==> config.mk <==
export PLATFORM = sky130hd
export DESIGN_NAME = maze_lookup_arbiter_flat
export DESIGN_NICKNAME = d
export VERILOG_FILES = /design/src/rtl/maze_lookup_arbiter_pkg.sv /design/src/rtl/maze_lookup_arbiter_if.sv /design/src/rtl/maze_lookup_arbiter_rr_pick.sv /design/src/rtl/maze_lookup_arbiter.sv /design/src/flat_wrapper.sv
export SDC_FILE = /design/constraint.sdc
export NUM_CORES = 1
export LEC_CHECK = 0
export ABC_CLOCK_PERIOD_IN_PS = 8250
export BUFFER_PORTS_ARGS = -buffer_cell sky130_fd_sc_hd__buf_4
export CAP_MARGIN = 20
export CORE_MARGIN = 2
export CORE_UTILIZATION = 54
export DETAILED_ROUTE_END_ITERATION = 10
export MAX_ROUTING_LAYER = met4
export PLACE_DENSITY = 0.86
export SLEW_MARGIN = 10
export SYNTH_ARGS = -nofsm -noshare
export SYNTH_HDL_FRONTEND = slang
export SYNTH_SLANG_ARGS = --single-unit
==> constraint.sdc <==
create_clock -name clk -period 8.25 [get_ports clk]
set_input_delay 2.0625 -clock clk [delete_from_list [all_inputs] [get_ports clk]]
set_output_delay 2.0625 -clock clk [all_outputs]
set_load 0.01 [all_outputs]
==> src/rtl/maze_lookup_arbiter_pkg.sv <==
// ---------------------------------------------------------------------------
// maze_lookup_arbiter_pkg
// Shared constants and types for the maze lookup arbiter slice.
//   - Maze geometry (MAZE_W, MAZE_H) and coordinate widths (X_W, Y_W).
//   - Requester count and IDs (0 = pacman, 1..4 = ghosts).
//   - Memory latency of the maze ROM.
//   - tag_t: bookkeeping carried alongside each lookup until its response.
//   - idToOnehot: converts a requester ID into a one-hot requester vector.
// ---------------------------------------------------------------------------
package maze_lookup_arbiter_pkg;

    localparam int N_REQ   = 5;
    localparam int X_W     = 10;
    localparam int Y_W     = 10;
    localparam int MEM_LAT = 2;
    localparam int ID_W    = 3;

    localparam logic [X_W-1:0] MAZE_W = 10'd640;
    localparam logic [Y_W-1:0] MAZE_H = 10'd480;

    typedef enum logic [ID_W-1:0] {
        REQ_PAC    = 3'd0,
        REQ_GHOST0 = 3'd1,
        REQ_GHOST1 = 3'd2,
        REQ_GHOST2 = 3'd3,
        REQ_GHOST3 = 3'd4
    } req_id_e;

    // One entry per lookup in flight; oob marks lookups that never touched the ROM.
    typedef struct packed {
        logic            valid;
        logic [ID_W-1:0] id;
        logic            oob;
    } tag_t;

    function automatic logic [N_REQ-1:0] idToOnehot(input logic [ID_W-1:0] id);
        logic [N_REQ-1:0] oh;
        for (int i = 0; i < N_REQ; i++) begin
            oh[i] = (id == ID_W'(i));
        end
        return oh;
    endfunction

endpackage

==> src/rtl/maze_lookup_arbiter_if.sv <==
// ---------------------------------------------------------------------------
// maze_lookup_arbiter_if
// Bundles the requester-side handshake and the maze ROM port of the arbiter.
//   hold                  : freeze new grants (game WIN/LOSE)
//   req/req_x/req_y       : per-requester level request and packed coordinates
//   gnt                   : one-hot accept pulse
//   rsp_valid/wall/inter  : one-hot response pulse plus lookup result
//   mem_rd/mem_x/mem_y    : ROM read strobe and address
//   mem_wall/mem_inter    : ROM data, MEM_LAT cycles after mem_rd
//   busy                  : any lookup in flight
// Modports: slave = arbiter, master = movers/ROM/testbench side.
// ---------------------------------------------------------------------------
interface maze_lookup_arbiter_if;
    import maze_lookup_arbiter_pkg::*;

    logic                 hold;
    logic [N_REQ-1:0]     req;
    logic [N_REQ*X_W-1:0] req_x;
    logic [N_REQ*Y_W-1:0] req_y;
    logic [N_REQ-1:0]     gnt;
    logic [N_REQ-1:0]     rsp_valid;
    logic                 rsp_wall;
    logic                 rsp_inter;
    logic                 mem_rd;
    logic [X_W-1:0]       mem_x;
    logic [Y_W-1:0]       mem_y;
    logic                 mem_wall;
    logic                 mem_inter;
    logic                 busy;

    modport slave (
        input  hold, req, req_x, req_y, mem_wall, mem_inter,
        output gnt, rsp_valid, rsp_wall, rsp_inter, mem_rd, mem_x, mem_y, busy
    );

    modport master (
        output hold, req, req_x, req_y, mem_wall, mem_inter,
        input  gnt, rsp_valid, rsp_wall, rsp_inter, mem_rd, mem_x, mem_y, busy
    );

endinterface

==> src/rtl/maze_lookup_arbiter_rr_pick.sv <==
// ---------------------------------------------------------------------------
// rr_pick
// Combinational round-robin picker.
//   req_i   : eligible requests (already masked by hold)
//   ptr_i   : highest-priority index this cycle
//   gnt_o   : one-hot winner (all zero when nothing eligible)
//   idx_o   : winner index
//   valid_o : a winner exists
// ---------------------------------------------------------------------------
module rr_pick
    import maze_lookup_arbiter_pkg::*;
(
    input  logic [N_REQ-1:0] req_i,
    input  logic [ID_W-1:0]  ptr_i,
    output logic [N_REQ-1:0] gnt_o,
    output logic [ID_W-1:0]  idx_o,
    output logic             valid_o
);

    localparam logic [ID_W:0] N_REQ_W = (ID_W+1)'(N_REQ);

    logic [ID_W:0]   cand;
    logic            found;
    logic [ID_W-1:0] foundIdx;

    // Walk the requesters starting at ptr, wrapping modulo N_REQ; first hit wins.
    always_comb begin
        cand     = '0;
        found    = 1'b0;
        foundIdx = '0;
        for (int off = 0; off < N_REQ; off++) begin
            cand = {1'b0, ptr_i} + (ID_W+1)'(off);
            if (cand >= N_REQ_W) begin
                cand = cand - N_REQ_W;
            end
            if (!found && req_i[cand[ID_W-1:0]]) begin
                found    = 1'b1;
                foundIdx = cand[ID_W-1:0];
            end
        end
    end

    assign valid_o = found;
    assign idx_o   = foundIdx;
    assign gnt_o   = idToOnehot(foundIdx) & {N_REQ{found}};

endmodule

==> src/rtl/maze_lookup_arbiter.sv <==
// ---------------------------------------------------------------------------
// maze_lookup_arbiter
// Shares the single maze ROM lookup port between pacman and the four ghosts.
// One round-robin grant per cycle; lookups are fully pipelined over MEM_LAT
// and responses return to the issuer in issue order.
//   clk     : system clock
//   reset_n : synchronous active-low reset, discards everything in flight
//   bus     : requester handshake + ROM port (see maze_lookup_arbiter_if)
// ---------------------------------------------------------------------------
module maze_lookup_arbiter
    import maze_lookup_arbiter_pkg::*;
(
    input  logic                  clk,
    input  logic                  reset_n,
    maze_lookup_arbiter_if.slave  bus
);

    localparam logic [ID_W-1:0] LAST_ID = ID_W'(N_REQ - 1);

    logic [X_W-1:0]   reqX [N_REQ];
    logic [Y_W-1:0]   reqY [N_REQ];
    logic [N_REQ-1:0] pickGnt;
    logic [ID_W-1:0]  pickIdx;
    logic             pickValid;
    logic [X_W-1:0]   selX;
    logic [Y_W-1:0]   selY;
    logic             selOob;

    logic [ID_W-1:0]  ptr_q,       ptr_d;
    logic [N_REQ-1:0] gnt_q,       gnt_d;
    logic             mem_rd_q,    mem_rd_d;
    logic [X_W-1:0]   mem_x_q,     mem_x_d;
    logic [Y_W-1:0]   mem_y_q,     mem_y_d;
    tag_t             tag_d;
    tag_t             tag_q [MEM_LAT+1];
    logic [N_REQ-1:0] rsp_valid_q, rsp_valid_d;
    logic             rsp_wall_q,  rsp_wall_d;
    logic             rsp_inter_q, rsp_inter_d;
    logic             busyOr;

    // Unpack the flat coordinate buses so the winner can be selected by index.
    always_comb begin
        for (int i = 0; i < N_REQ; i++) begin
            reqX[i] = bus.req_x[i*X_W +: X_W];
            reqY[i] = bus.req_y[i*Y_W +: Y_W];
        end
    end

    rr_pick u_pick (
        .req_i   (bus.req & {N_REQ{~bus.hold}}),
        .ptr_i   (ptr_q),
        .gnt_o   (pickGnt),
        .idx_o   (pickIdx),
        .valid_o (pickValid)
    );

    assign selX   = reqX[pickIdx];
    assign selY   = reqY[pickIdx];
    assign selOob = (selX >= MAZE_W) || (selY >= MAZE_H);

    // Issue stage: a winner is registered together with its ROM address and tag.
    // Out-of-bounds lookups still take a tag slot so ordering stays intact.
    always_comb begin
        ptr_d    = ptr_q;
        gnt_d    = '0;
        mem_rd_d = 1'b0;
        mem_x_d  = mem_x_q;
        mem_y_d  = mem_y_q;
        tag_d    = '0;
        if (pickValid) begin
            gnt_d    = pickGnt;
            ptr_d    = (pickIdx == LAST_ID) ? '0 : pickIdx + ID_W'(1);
            mem_rd_d = ~selOob;
            mem_x_d  = selX;
            mem_y_d  = selY;
            tag_d    = '{valid: 1'b1, id: pickIdx, oob: selOob};
        end
    end

    // Response stage: the oldest tag meets the ROM data; results hold between pulses.
    always_comb begin
        rsp_valid_d = '0;
        rsp_wall_d  = rsp_wall_q;
        rsp_inter_d = rsp_inter_q;
        if (tag_q[MEM_LAT].valid) begin
            rsp_valid_d = idToOnehot(tag_q[MEM_LAT].id);
            rsp_wall_d  = tag_q[MEM_LAT].oob ? 1'b1 : bus.mem_wall;
            rsp_inter_d = tag_q[MEM_LAT].oob ? 1'b0 : bus.mem_inter;
        end
    end

    // All state, including the tag pipe, clears on reset so nothing issued before
    // reset can produce a response afterwards.
    always_ff @(posedge clk) begin
        if (!reset_n) begin
            ptr_q       <= '0;
            gnt_q       <= '0;
            mem_rd_q    <= 1'b0;
            mem_x_q     <= '0;
            mem_y_q     <= '0;
            rsp_valid_q <= '0;
            rsp_wall_q  <= 1'b0;
            rsp_inter_q <= 1'b0;
            for (int k = 0; k <= MEM_LAT; k++) begin
                tag_q[k] <= '0;
            end
        end else begin
            ptr_q       <= ptr_d;
            gnt_q       <= gnt_d;
            mem_rd_q    <= mem_rd_d;
            mem_x_q     <= mem_x_d;
            mem_y_q     <= mem_y_d;
            rsp_valid_q <= rsp_valid_d;
            rsp_wall_q  <= rsp_wall_d;
            rsp_inter_q <= rsp_inter_d;
            tag_q[0]    <= tag_d;
            for (int k = 1; k <= MEM_LAT; k++) begin
                tag_q[k] <= tag_q[k-1];
            end
        end
    end

    always_comb begin
        busyOr = 1'b0;
        for (int k = 0; k <= MEM_LAT; k++) begin
            busyOr = busyOr | tag_q[k].valid;
        end
    end

    assign bus.gnt       = gnt_q;
    assign bus.mem_rd    = mem_rd_q;
    assign bus.mem_x     = mem_x_q;
    assign bus.mem_y     = mem_y_q;
    assign bus.rsp_valid = rsp_valid_q;
    assign bus.rsp_wall  = rsp_wall_q;
    assign bus.rsp_inter = rsp_inter_q;
    assign bus.busy      = busyOr;

endmodule

==> src/flat_wrapper.sv <==
// flat-port wrapper written by rule: the top's interface ports become plain ports
module maze_lookup_arbiter_flat import maze_lookup_arbiter_pkg::*;
  (clk, reset_n, bus_hold, bus_req, bus_req_x, bus_req_y, bus_mem_wall, bus_mem_inter, bus_gnt, bus_rsp_valid, bus_rsp_wall, bus_rsp_inter, bus_mem_rd, bus_mem_x, bus_mem_y, bus_busy);
  maze_lookup_arbiter_if bus_i ();
  input  logic clk;
  input  logic reset_n;
  input wire logic [$bits(bus_i.hold)-1:0] bus_hold;
  input wire logic [$bits(bus_i.req)-1:0] bus_req;
  input wire logic [$bits(bus_i.req_x)-1:0] bus_req_x;
  input wire logic [$bits(bus_i.req_y)-1:0] bus_req_y;
  input wire logic [$bits(bus_i.mem_wall)-1:0] bus_mem_wall;
  input wire logic [$bits(bus_i.mem_inter)-1:0] bus_mem_inter;
  output wire logic [$bits(bus_i.gnt)-1:0] bus_gnt;
  output wire logic [$bits(bus_i.rsp_valid)-1:0] bus_rsp_valid;
  output wire logic [$bits(bus_i.rsp_wall)-1:0] bus_rsp_wall;
  output wire logic [$bits(bus_i.rsp_inter)-1:0] bus_rsp_inter;
  output wire logic [$bits(bus_i.mem_rd)-1:0] bus_mem_rd;
  output wire logic [$bits(bus_i.mem_x)-1:0] bus_mem_x;
  output wire logic [$bits(bus_i.mem_y)-1:0] bus_mem_y;
  output wire logic [$bits(bus_i.busy)-1:0] bus_busy;
  assign bus_i.hold = bus_hold;
  assign bus_i.req = bus_req;
  assign bus_i.req_x = bus_req_x;
  assign bus_i.req_y = bus_req_y;
  assign bus_i.mem_wall = bus_mem_wall;
  assign bus_i.mem_inter = bus_mem_inter;
  assign bus_gnt = bus_i.gnt;
  assign bus_rsp_valid = bus_i.rsp_valid;
  assign bus_rsp_wall = bus_i.rsp_wall;
  assign bus_rsp_inter = bus_i.rsp_inter;
  assign bus_mem_rd = bus_i.mem_rd;
  assign bus_mem_x = bus_i.mem_x;
  assign bus_mem_y = bus_i.mem_y;
  assign bus_busy = bus_i.busy;
  maze_lookup_arbiter u_core (.clk(clk), .reset_n(reset_n), .bus(bus_i));
endmodule
# Yosys cells after proc, flatten, opt, wreduce, memory -nomap -nowiden
# Memories as Yosys holds them, arrays and structs flattened.
# Index checks and enable logic that the tools add are counted.
[word_totals]
input_bits = 110
reg_bits = 36
wordCells = 103
mem_count = 1
output_inout_bits = 34
mem_bits_rw = 15
[op_classes]
add_sub_neg = 10
magnitude_cmp = 13
n_mux = 40
eq_ne = 8
reduce_logical = 13
bitwise_logic = 10
[mem_list]
columns = ["memory", "words", "word_bits", "read_ports", "rd_ports_with_merged_regs", "write_ports", "line_no", "rtl"]
rows = [
  ["u_core.tag_q", 3, 5, 3, 0, 3, "maze_lookup_arbiter.sv:35", "tag_t tag_q [MEM_LAT+1];"],
]
[ops]
columns = ["operator", "count"]
rows = [
  ["$bmux 10 s3", 2],
  ["$mux 10", 4],
  ["$mux 3", 11],
  ["$lt 3x4->1 const B", 5],
  ["$mux 5", 4],
  ["$ge 4x3->1 const B", 4],
  ["$bmux 1 s3", 5],
  ["$sub 3x3->3 const B", 5],
  ["$mux 1", 14],
  ["$eq 3x2->1 const B", 4],
  ["$and 5x5->5", 2],
  ["$ge 10x10->1 const B", 1],
  ["$ge 10x9->1 const B", 1],
  ["$add 3x2->4 const B", 2],
  ["$eq 3x1->1 const B", 2],
  ["$eq 3x3->1 const B", 2],
  ["$logic_not 3->1", 2],
  ["$or 1x1->1", 5],
  ["$add 3x1->4 const B", 1],
  ["$add 3x3->4 const B", 1],
  ["$ge 4x4->1 const B", 1],
  ["$logic_and 1x1->1", 4],
  ["$logic_not 1->1", 4],
  ["$not 3->4", 1],
  ["5 further kinds", 7],
]

# Longest topological paths before layout
# Gate-level depths: netlist of the first run.
[logic_depth]
depth_word = 25
mapped_depth = 22
ltp_nobuf = 18

# By module
# A second synthesis of the first run with hierarchy kept.
[hier_totals]
hier_cells = 415
hier_area_um2 = 3721.1
[modules_own_cells]
columns = ["mod", "instances", "seq_area_each_um2", "area_per_inst_um2", "cells_each"]
rows = [
  ["maze_lookup_arbiter", 1, 1021.0, 2567.5, 250],
  ["rr_pick", 1, 0.0, 1153.6, 165],
]

# Worst setup path after synthesis of the first run
# Ideal clock, no wire load.
[synth_timing]
path_kind = "input -> register"
startpoint = "input bus_hold"
endpoint = "register u_core.ptr_q[0]"
setup_slack_ps = 3219
required_time_ps = 8136
path_buffers = 3
t_arrival_ps = 4916
path_stages = 15
setup_ps = 114
path_cell_list = "clkbuf_1 > nand2b_1 > nor2_1 > nor2_1 > a311o_1 > or2_2 > o2111ai_1 > a32oi_2 > nor2_4 > buf_4 > buf_2 > inv_1 > ha_1 > and2_1 > a2111oi_0"
[synth_between]
elab_chain_len = 19
word_cells_on_any_way = 33
cone_classes = "add/sub: 1; eq/ne: 1; mux: 21; bitwise: 2; reduce/logical: 8"
[synth_lines]
columns = ["item", "line_no", "rtl"]
rows = [
  ["start, declared", "flat_wrapper.sv:7", "input wire logic [$bits(bus_i.hold)-1:0] bus_hold;"],
  ["$not 1->1 *", "maze_lookup_arbiter.sv:50", ".req_i (bus.req & {N_REQ{~bus.hold}}),"],
  ["$and 5x5->5 *", "maze_lookup_arbiter.sv:50", ""],
  ["$bmux 1 s3", "maze_lookup_arbiter_rr_pick.sv:36", "if (!found && req_i[cand[ID_W-1:0]]) begin"],
  ["$mux 1 (not written as such)", "maze_lookup_arbiter_rr_pick.sv:36", ""],
  ["$mux 1", "maze_lookup_arbiter_rr_pick.sv:36", ""],
  ["$logic_not 1->1", "maze_lookup_arbiter_rr_pick.sv:36", ""],
  ["$logic_and 1x1->1", "maze_lookup_arbiter_rr_pick.sv:36", ""],
  ["$mux 1", "maze_lookup_arbiter_rr_pick.sv:36", ""],
  ["[... 4 more ...]", "--", ""],
  ["$logic_and 1x1->1", "maze_lookup_arbiter_rr_pick.sv:36", ""],
  ["$mux 1", "maze_lookup_arbiter_rr_pick.sv:36", ""],
  ["$logic_not 1->1", "maze_lookup_arbiter_rr_pick.sv:36", ""],
  ["$logic_and 1x1->1", "maze_lookup_arbiter_rr_pick.sv:36", ""],
  ["$mux 3 *", "maze_lookup_arbiter_rr_pick.sv:36", ""],
  ["via u_core.pickIdx[0]", "maze_lookup_arbiter.sv:23", "logic [ID_W-1:0] pickIdx;"],
  ["$add 3x1->3 or $eq 3x3->1 (tied branches)", "maze_lookup_arbiter.sv:72", "ptr_d = (pickIdx == LAST_ID) ? '0 : pickIdx + ID_W'(1);"],
  ["$mux 3 *", "maze_lookup_arbiter.sv:72", ""],
  ["end signal, assigned", "maze_lookup_arbiter.sv:108", "ptr_q <= ptr_d;"],
  ["end, declared", "maze_lookup_arbiter.sv:29", "logic [ID_W-1:0] ptr_q, ptr_d;"],
]
# The timed path passes the listed nets; every way through them passes the cells marked *. The select of a mux whose other input is x is not followed.
# A chain may end at the register's enable or synchronous reset.

==> impl_metrics.json, run 1 <==
{
  "netlist_instances": 439,
  "cts_resized": 0,
  "fillers": 534,
  "synth_edf_count": 0,
  "synth_top_family_by_area": "simple AND/OR/NAND/NOR gates",
  "synth-seq-area-share_pct": 26.4,
  "final_net_count": 690,
  "htreeDepth": 2,
  "clock-sinks": 51,
  "cp_data_required_time_ns": 8.45,
  "synth_top_area_share_pct": 26.4,
  "vias": 3904,
  "vias_per_cell": 5.89,
  "n_antenna_cell": 0,
  "hold_class": "reg2reg",
  "area_delta_synth_final_pct": 30.4,
  "critPathCaptureType": "flip-flop",
  "wl_per_cell_um": 17.4,
  "fin_crit_ns": 5.60,
  "port_buffers": 143,
  "p_leak_uw": 0.00235,
  "drv_cap": 0,
  "avgSynthCellArea_sq_um": 8.82,
  "numCtsBuffers": 5,
  "p_per_area_nw_per_um2": 509,
  "antenna_found_initial": 0,
  "grt_pass1_vias": 3829,
  "start_util_pct": 56.4,
  "grt_usage_pct": 29.7,
  "worst-setup-path-type": "in2reg",
  "core_sq_um": 6870,
  "grt_max_degree": 39,
  "clock.fmax_ghz": 0.179,
  "netlist_top_cells_area": "dfxtp_1, mux2i_1, ha_1",
  "gp_congestion": 1.01,
  "synth_fp_nets": 563,
  "synth_fa_ha_area_share_pct": 4.72,
  "cts_tree": "done",
  "synth-compound-area-share_pct": 20.3,
  "antenna_left": 0,
  "wl_um": 11500,
  "hold_buffers": 0,
  "final_max_slew_viol_count": 0,
  "stdcell_area_sq_um": 5050,
  "die-width_um": 88.7,
  "route.detailed.drc": 0,
  "clkLatencyLatePin_ns": 0.31,
  "grt_pass1_wl_um": 17800,
  "clockBufferDepth": 2,
  "dpl_cell_area_sq_um": 4950,
  "synth_largest_area_cell": "dfxtp_1",
  "fin_util_pct": 73.5,
  "synth-warning-count": 0,
  "hpwlAfterDp_um": 9180,
  "tightestPinTransition_ns": 1.04,
  "synth_ff_type": "dfxtp_1",
  "muxShareOfSynthArea_pct": 21.0,
  "drt_iter0_drc": 311,
  "root_buffer": "clkbuf_8",
  "fin_tns_setup_ns": 0,
  "async_flop_share_pct": 0,
  "cts_setup_buffers": 0,
  "fin_crit_sh_pct": 67.8,
  "grt.overflow.total": 0,
  "firstDrtPassIters": 4,
  "rsz0062_at_grt": "false",
  "slew_headroom_pct": 30.4,
  "rows": 30,
  "hold_violations": 0,
  "finalSetupViolCount": 0,
  "drive_gt1_share_pct": 31.7,
  "cp-start-kind": "input pin",
  "num_io_pins": 144,
  "timing.critical_path.fanout_max": 23,
  "clk_pin_slew_ns": 0.11,
  "die_area_sq_um": 7860,
  "yosysUniqueCellTypes": 77,
  "synth_xor_area_share_pct": 1.13,
  "crit_arrival_ns": 5.80,
  "ys_seq_elements": 51,
  "die_h_um": 88.7,
  "yosys.area_share.simple_pct": 21.3,
  "irDropWorstVdd_mv": 0.449,
  "finClkSkew_ns": 0.0108,
  "outcome": "finished, final reports clean",
  "yosysMostFrequentCell": "mux2i_1",
  "syn_area_sq_um": 3870,
  "netlist_top_cells_count": "mux2i_1, dfxtp_1, nor2_1, nand2_1, a211oi_1"
}
-- layout make-up --
type                    count  area [sq um]  share of cell area (%)
multi-input cells         349          2670                    52.9
clock inverters             3          25.0                   0.496
clock buffers               5          68.8                    1.36
flip-flops and latches     51          1020                    20.2
inverters                  13          48.8                   0.967
repair buffers            146          1100                    21.7
well taps                  96           120                    2.38
-- per-layer routing --
metal | global-route usage (%) | up-vias | part of all wire, %
li1 | - | 1888 | -
met1 | 35.9 | 1824 | 41
met2 | 50.6 | 172 | 51
met3 | 5.78 | 20 | 7.0
met4 | 7.44 | 0 | 1.7
met5 | - | - | 0
-- sequential cells by signal, summed over array words and instances, names as in the netlist --
name	count
u_core.tag_q	15
u_core.bus.mem_x	10
u_core.bus.mem_rd	1
u_core.bus.rsp_wall	1
u_core.bus.mem_y	10
u_core.bus.rsp_valid	5
u_core.ptr_q	3
u_core.bus.gnt	5
u_core.bus.rsp_inter	1
-- placed cells by master, fill, tap and decap left out, types with 5 or more instances in the layout --
cell,count
mux2i_1,73
o21ai_0,10
nor3_1,5
or3_1,5
a21oi_1,18
nand3_1,6
dfxtp_1,51
and3_1,5
nand2_1,26
nor2_1,36
a2111oi_0,5
ha_1,13
a211oi_1,20
nand2b_1,11
inv_1,11
nor2b_1,9
buf_4,146
clkbuf_8,5
and2_1,16
-- metrics by stage --
step	worst slack [ns]	hold slack [ns]	std cells	power, uW
after global routing	2.32	0.455	663	2780
final	2.65	0.434	663	2570
after floorplan	3.22	0.412	439	1990
after CTS	2.72	0.438	663	2560
after global placement	2.51	0.415	655	2330
after detailed placement	2.41	0.424	655	2400
-- logic make-up after synthesis --
group	after synthesis
multiplexers	79
flip-flops	51
AND/OR/NAND/NOR	149
XOR/XNOR	5
adder cells (fa/ha/maj)	14
buffers and inverters	39
AO/OA/AOI/OAI	102
-- power breakdown --
part           internal, uW  switching, uW
Clock                  60.9           89.8
Sequential              328           43.2
Combinational           899           1150
Total                  1290           1280
-- path summary, 6_finish.rpt --
path	startpoint	end	slack (ns)	cells after the start
worst min-delay path	u_core.tag_q[0][8]	u_core.tag_q[0][13]	0.43	1
worst min register to register	u_core.tag_q[0][8]	u_core.tag_q[0][13]	0.43	1
worst max register to register	u_core.ptr_q[1]	u_core.tag_q[0][0]	2.71	16
worst max-delay path	bus_req[0]	u_core.tag_q[0][0]	2.65	12
-- worst max-delay path: stages --
cell	delay, ns
buf_4	0.13
mux4_2	0.47
nand3b_1	0.12
nand3_2	0.13
o21a_1	0.25
nor3_4	0.34
nand2_1	0.09
a22oi_1	0.55
inv_1	0.67
o22ai_1	0.44
and4bb_1	0.24
o31a_1	0.29
No activity file was read; power rests on OpenSTA's default activity.
==> run 2, diff against run 1 <==
--- a/config.mk
+++ b/config.mk
@@ -5,14 +5,14 @@
 export SDC_FILE = /design/constraint.sdc
 export NUM_CORES = 1
 export LEC_CHECK = 0
-export ABC_CLOCK_PERIOD_IN_PS = 8250
+export ABC_CLOCK_PERIOD_IN_PS = 5480
 export BUFFER_PORTS_ARGS = -buffer_cell sky130_fd_sc_hd__buf_4
 export CAP_MARGIN = 20
 export CORE_MARGIN = 2
-export CORE_UTILIZATION = 54
+export CORE_UTILIZATION = 50
 export DETAILED_ROUTE_END_ITERATION = 10
 export MAX_ROUTING_LAYER = met4
-export PLACE_DENSITY = 0.86
+export PLACE_DENSITY = 0.81
 export SLEW_MARGIN = 10
 export SYNTH_ARGS = -nofsm -noshare
 export SYNTH_HDL_FRONTEND = slang
==> constraint.sdc (replaced) <==
create_clock -name clk -period 5.48 [get_ports clk]
set_input_delay 1.37 -clock clk [delete_from_list [all_inputs] [get_ports clk]]
set_output_delay 1.37 -clock clk [all_outputs]
set_load 0.01 [all_outputs]
==> run 2 against run 1 <==
Global-route usage shrank 2.1 points. Die area grew 7.6%. Clock power grew 50%. Register-to-register slack lost 2.1 ns. Routed wire length shrank 2.3%. Sequential power grew 48%. Sequential cell count is the same. Critical path type is now reg2reg. Clock-buffer cell count is the same. Cell area grew 1.9%. Via count is essentially flat.
==> impl_metrics.json, run 2 (synthesized netlist as in run 1, its figures left out) <==
{
  "rows": 32,
  "p_int_uw": 2010,
  "clkLatencyLatePin_ns": 0.31,
  "die_h_um": 92.0,
  "cp_top_family": "compound AO/OA/AOI/OAI gates",
  "switchingPower_uw": 1930,
  "drt_iter0_drc": 198,
  "hold_class": "reg2reg",
  "drive_gt1_share_pct": 33.0,
  "fillers": 632,
  "outcome": "finished, final reports clean",
  "wl_um": 11300,
  "ff2ff_path_depth": 15,
  "clock-sinks": 51,
  "path_common_cell": "ha_1",
  "swShare_pct": 48.9,
  "die-width_um": 92.0,
  "firstDrtPassIters": 5,
  "crit_chain": "clkinv_1 > ha_1 > ha_1 > nor2_1 > a311oi_1 > or2_2 > a311o_1 > nand2_1 > a2111oi_0 > a22oi_1 > a31oi_4 > a32oi_1 > o221ai_1 > and4bb_1 > nor4_1",
  "p_per_area_nw_per_um2": 767,
  "seqCellArea_sq_um": 1020,
  "layout_commonest_cell": "buf_4",
  "irDropWorstVdd_mv": 0.504,
  "seq_power_share_pct": 13.9,
  "vias": 3902,
  "cp-start-kind": "flip-flop",
  "hold_start": "u_core.tag_q[0][5]",
  "p_leak_uw": 0.00241,
  "p_clk_share_pct": 5.7,
  "holdPathStages": 1,
  "grt_pass1_wl_um": 18400,
  "crit_arrival_ns": 5.07,
  "cts_resized": 0,
  "num_io_pins": 144,
  "start_util_pct": 50.9,
  "antenna_found_initial": 0,
  "worst-setup-path-type": "reg2reg",
  "hold_buffers": 0,
  "root_buffer": "clkbuf_8",
  "cts_setup_buffers": 0,
  "fin_crit_sh_pct": 88.6,
  "largest-register": "u_core.tag_q",
  "rsz0062_at_grt": "false",
  "gp_congestion": 0.991,
  "htreeDepth": 2,
  "final_net_count": 701,
  "cp_num_buf_inv": 1,
  "stdcell_area_sq_um": 5140,
  "slew_headroom_pct": 48.1,
  "grt_usage_pct": 27.6,
  "timing.critical_path.fanout_max": 19,
  "grt.overflow.total": 0,
  "clock.fmax_ghz": 0.206,
  "wl_per_cell_um": 16.6,
  "largest_reg_flops": 15,
  "antenna_left": 0,
  "finClkSkew_ns": 0.00832,
  "final_cell_mix": "buf_4, mux2i_1, dfxtp_1",
  "core_sq_um": 7610,
  "fin_util_pct": 67.6,
  "multi_input_area_sq_um": 2670,
  "area_delta_synth_final_pct": 32.8,
  "vias_per_cell": 5.74,
  "cp_data_required_time_ns": 5.69,
  "tightestPinTransition_ns": 0.778,
  "cts_tree": "done",
  "n_antenna_cell": 0,
  "comb_power_share_pct": 80.3,
  "die_area_sq_um": 8460,
  "finalSetupViolCount": 0,
  "fin_tns_setup_ns": 0,
  "clk_pin_slew_ns": 0.10,
  "port_buffers": 143,
  "hold_end": "u_core.tag_q[0][10]",
  "r2r_start": "u_core.ptr_q[0]",
  "hpwlAfterDp_um": 9020,
  "fin_crit_ns": 4.85,
  "critPathCaptureType": "flip-flop",
  "grt_max_degree": 39,
  "grt_pass1_vias": 3878,
  "critPathMaxStageDelay_ns": 0.62,
  "hold_violations": 0,
  "critPathSlowestCell": "a31oi_4",
  "numCtsBuffers": 5,
  "dpl_cell_area_sq_um": 5040,
  "clockBufferDepth": 2,
  "final_max_slew_viol_count": 0,
  "hold_ws_ns": 0.438,
  "drv_cap": 0,
  "rrSetupSlack_ns": 0.63,
  "route.detailed.drc": 0,
  "power_uw": 3940,
  "timing.rr.end": "u_core.bus.mem_rd"
}
==> run 2: area by class of cell <==
class                      count  area share [%]
clock buffer                   5            1.34
clock inverter                 3           0.560
inverter                      13           0.949
multi-input combinational    349            51.9
sequential                    51            19.9
tap                          102            2.48
timing repair buffer         157            22.9
==> run 2: power groups by stage <==
stage,Sequential [uW],Clock (uW),Combinational (uW)
2_1_floorplan,583,0,2420
3_3_place_gp,554,0,3060
3_5_place_dp,556,0,3140
4_1_cts,549,235,3150
5_1_grt,560,249,3480
6_report,549,227,3170
==> run 2: how the worst max path moves through the flow <==
| stage | startpoint | to | slack (ns) | cells past startpoint |
|---|---|---|---|---|
| final | u_core.ptr_q[0] | u_core.bus.mem_rd | 0.63 | 15 |
| after detailed placement | bus_req[0] | u_core.bus.mem_rd | 0.70 | 13 |
| after global routing | u_core.ptr_q[1] | u_core.bus.mem_x[5] | 0.26 | 16 |
| after CTS | u_core.ptr_q[1] | u_core.bus.mem_rd | 0.67 | 15 |
| after global placement | bus_req[0] | u_core.tag_q[0][0] | 0.81 | 13 |
| after floorplan | u_core.ptr_q[0] | u_core.ptr_q[0] | 1.06 | 19 |
==> run 2: worst register-to-register path, cell delays in order (launching register included) <==
cell and delay, ns:
dfxtp_1 0.34, clkinv_1 0.19, ha_1 0.32, ha_1 0.51, nor2_1 0.11, a311oi_1 0.31, or2_2 0.21, a311o_1 0.25
nand2_1 0.19, a2111oi_0 0.48, a22oi_1 0.19, a31oi_4 0.62, a32oi_1 0.28, o221ai_1 0.18, and4bb_1 0.27, nor4_1 0.30
==> run 2: stage by stage <==
step / cells / setup slack [ns]
2_1_floorplan: 439 / 1.06
3_3_place_gp: 672 / 0.809
3_5_place_dp: 672 / 0.698
4_1_cts: 680 / 0.674
5_1_grt: 680 / 0.264
6_report: 680 / 0.626
==> run 2: metal layers <==
layer  track usage (%)  up-vias  part of all wire (%)
met5                 -        -                     0
met4              8.96        0                   2.4
met3              4.03       26                   6.5
met2              48.5      170                    53
met1              32.5     1799                    38
li1                  -     1907                     -
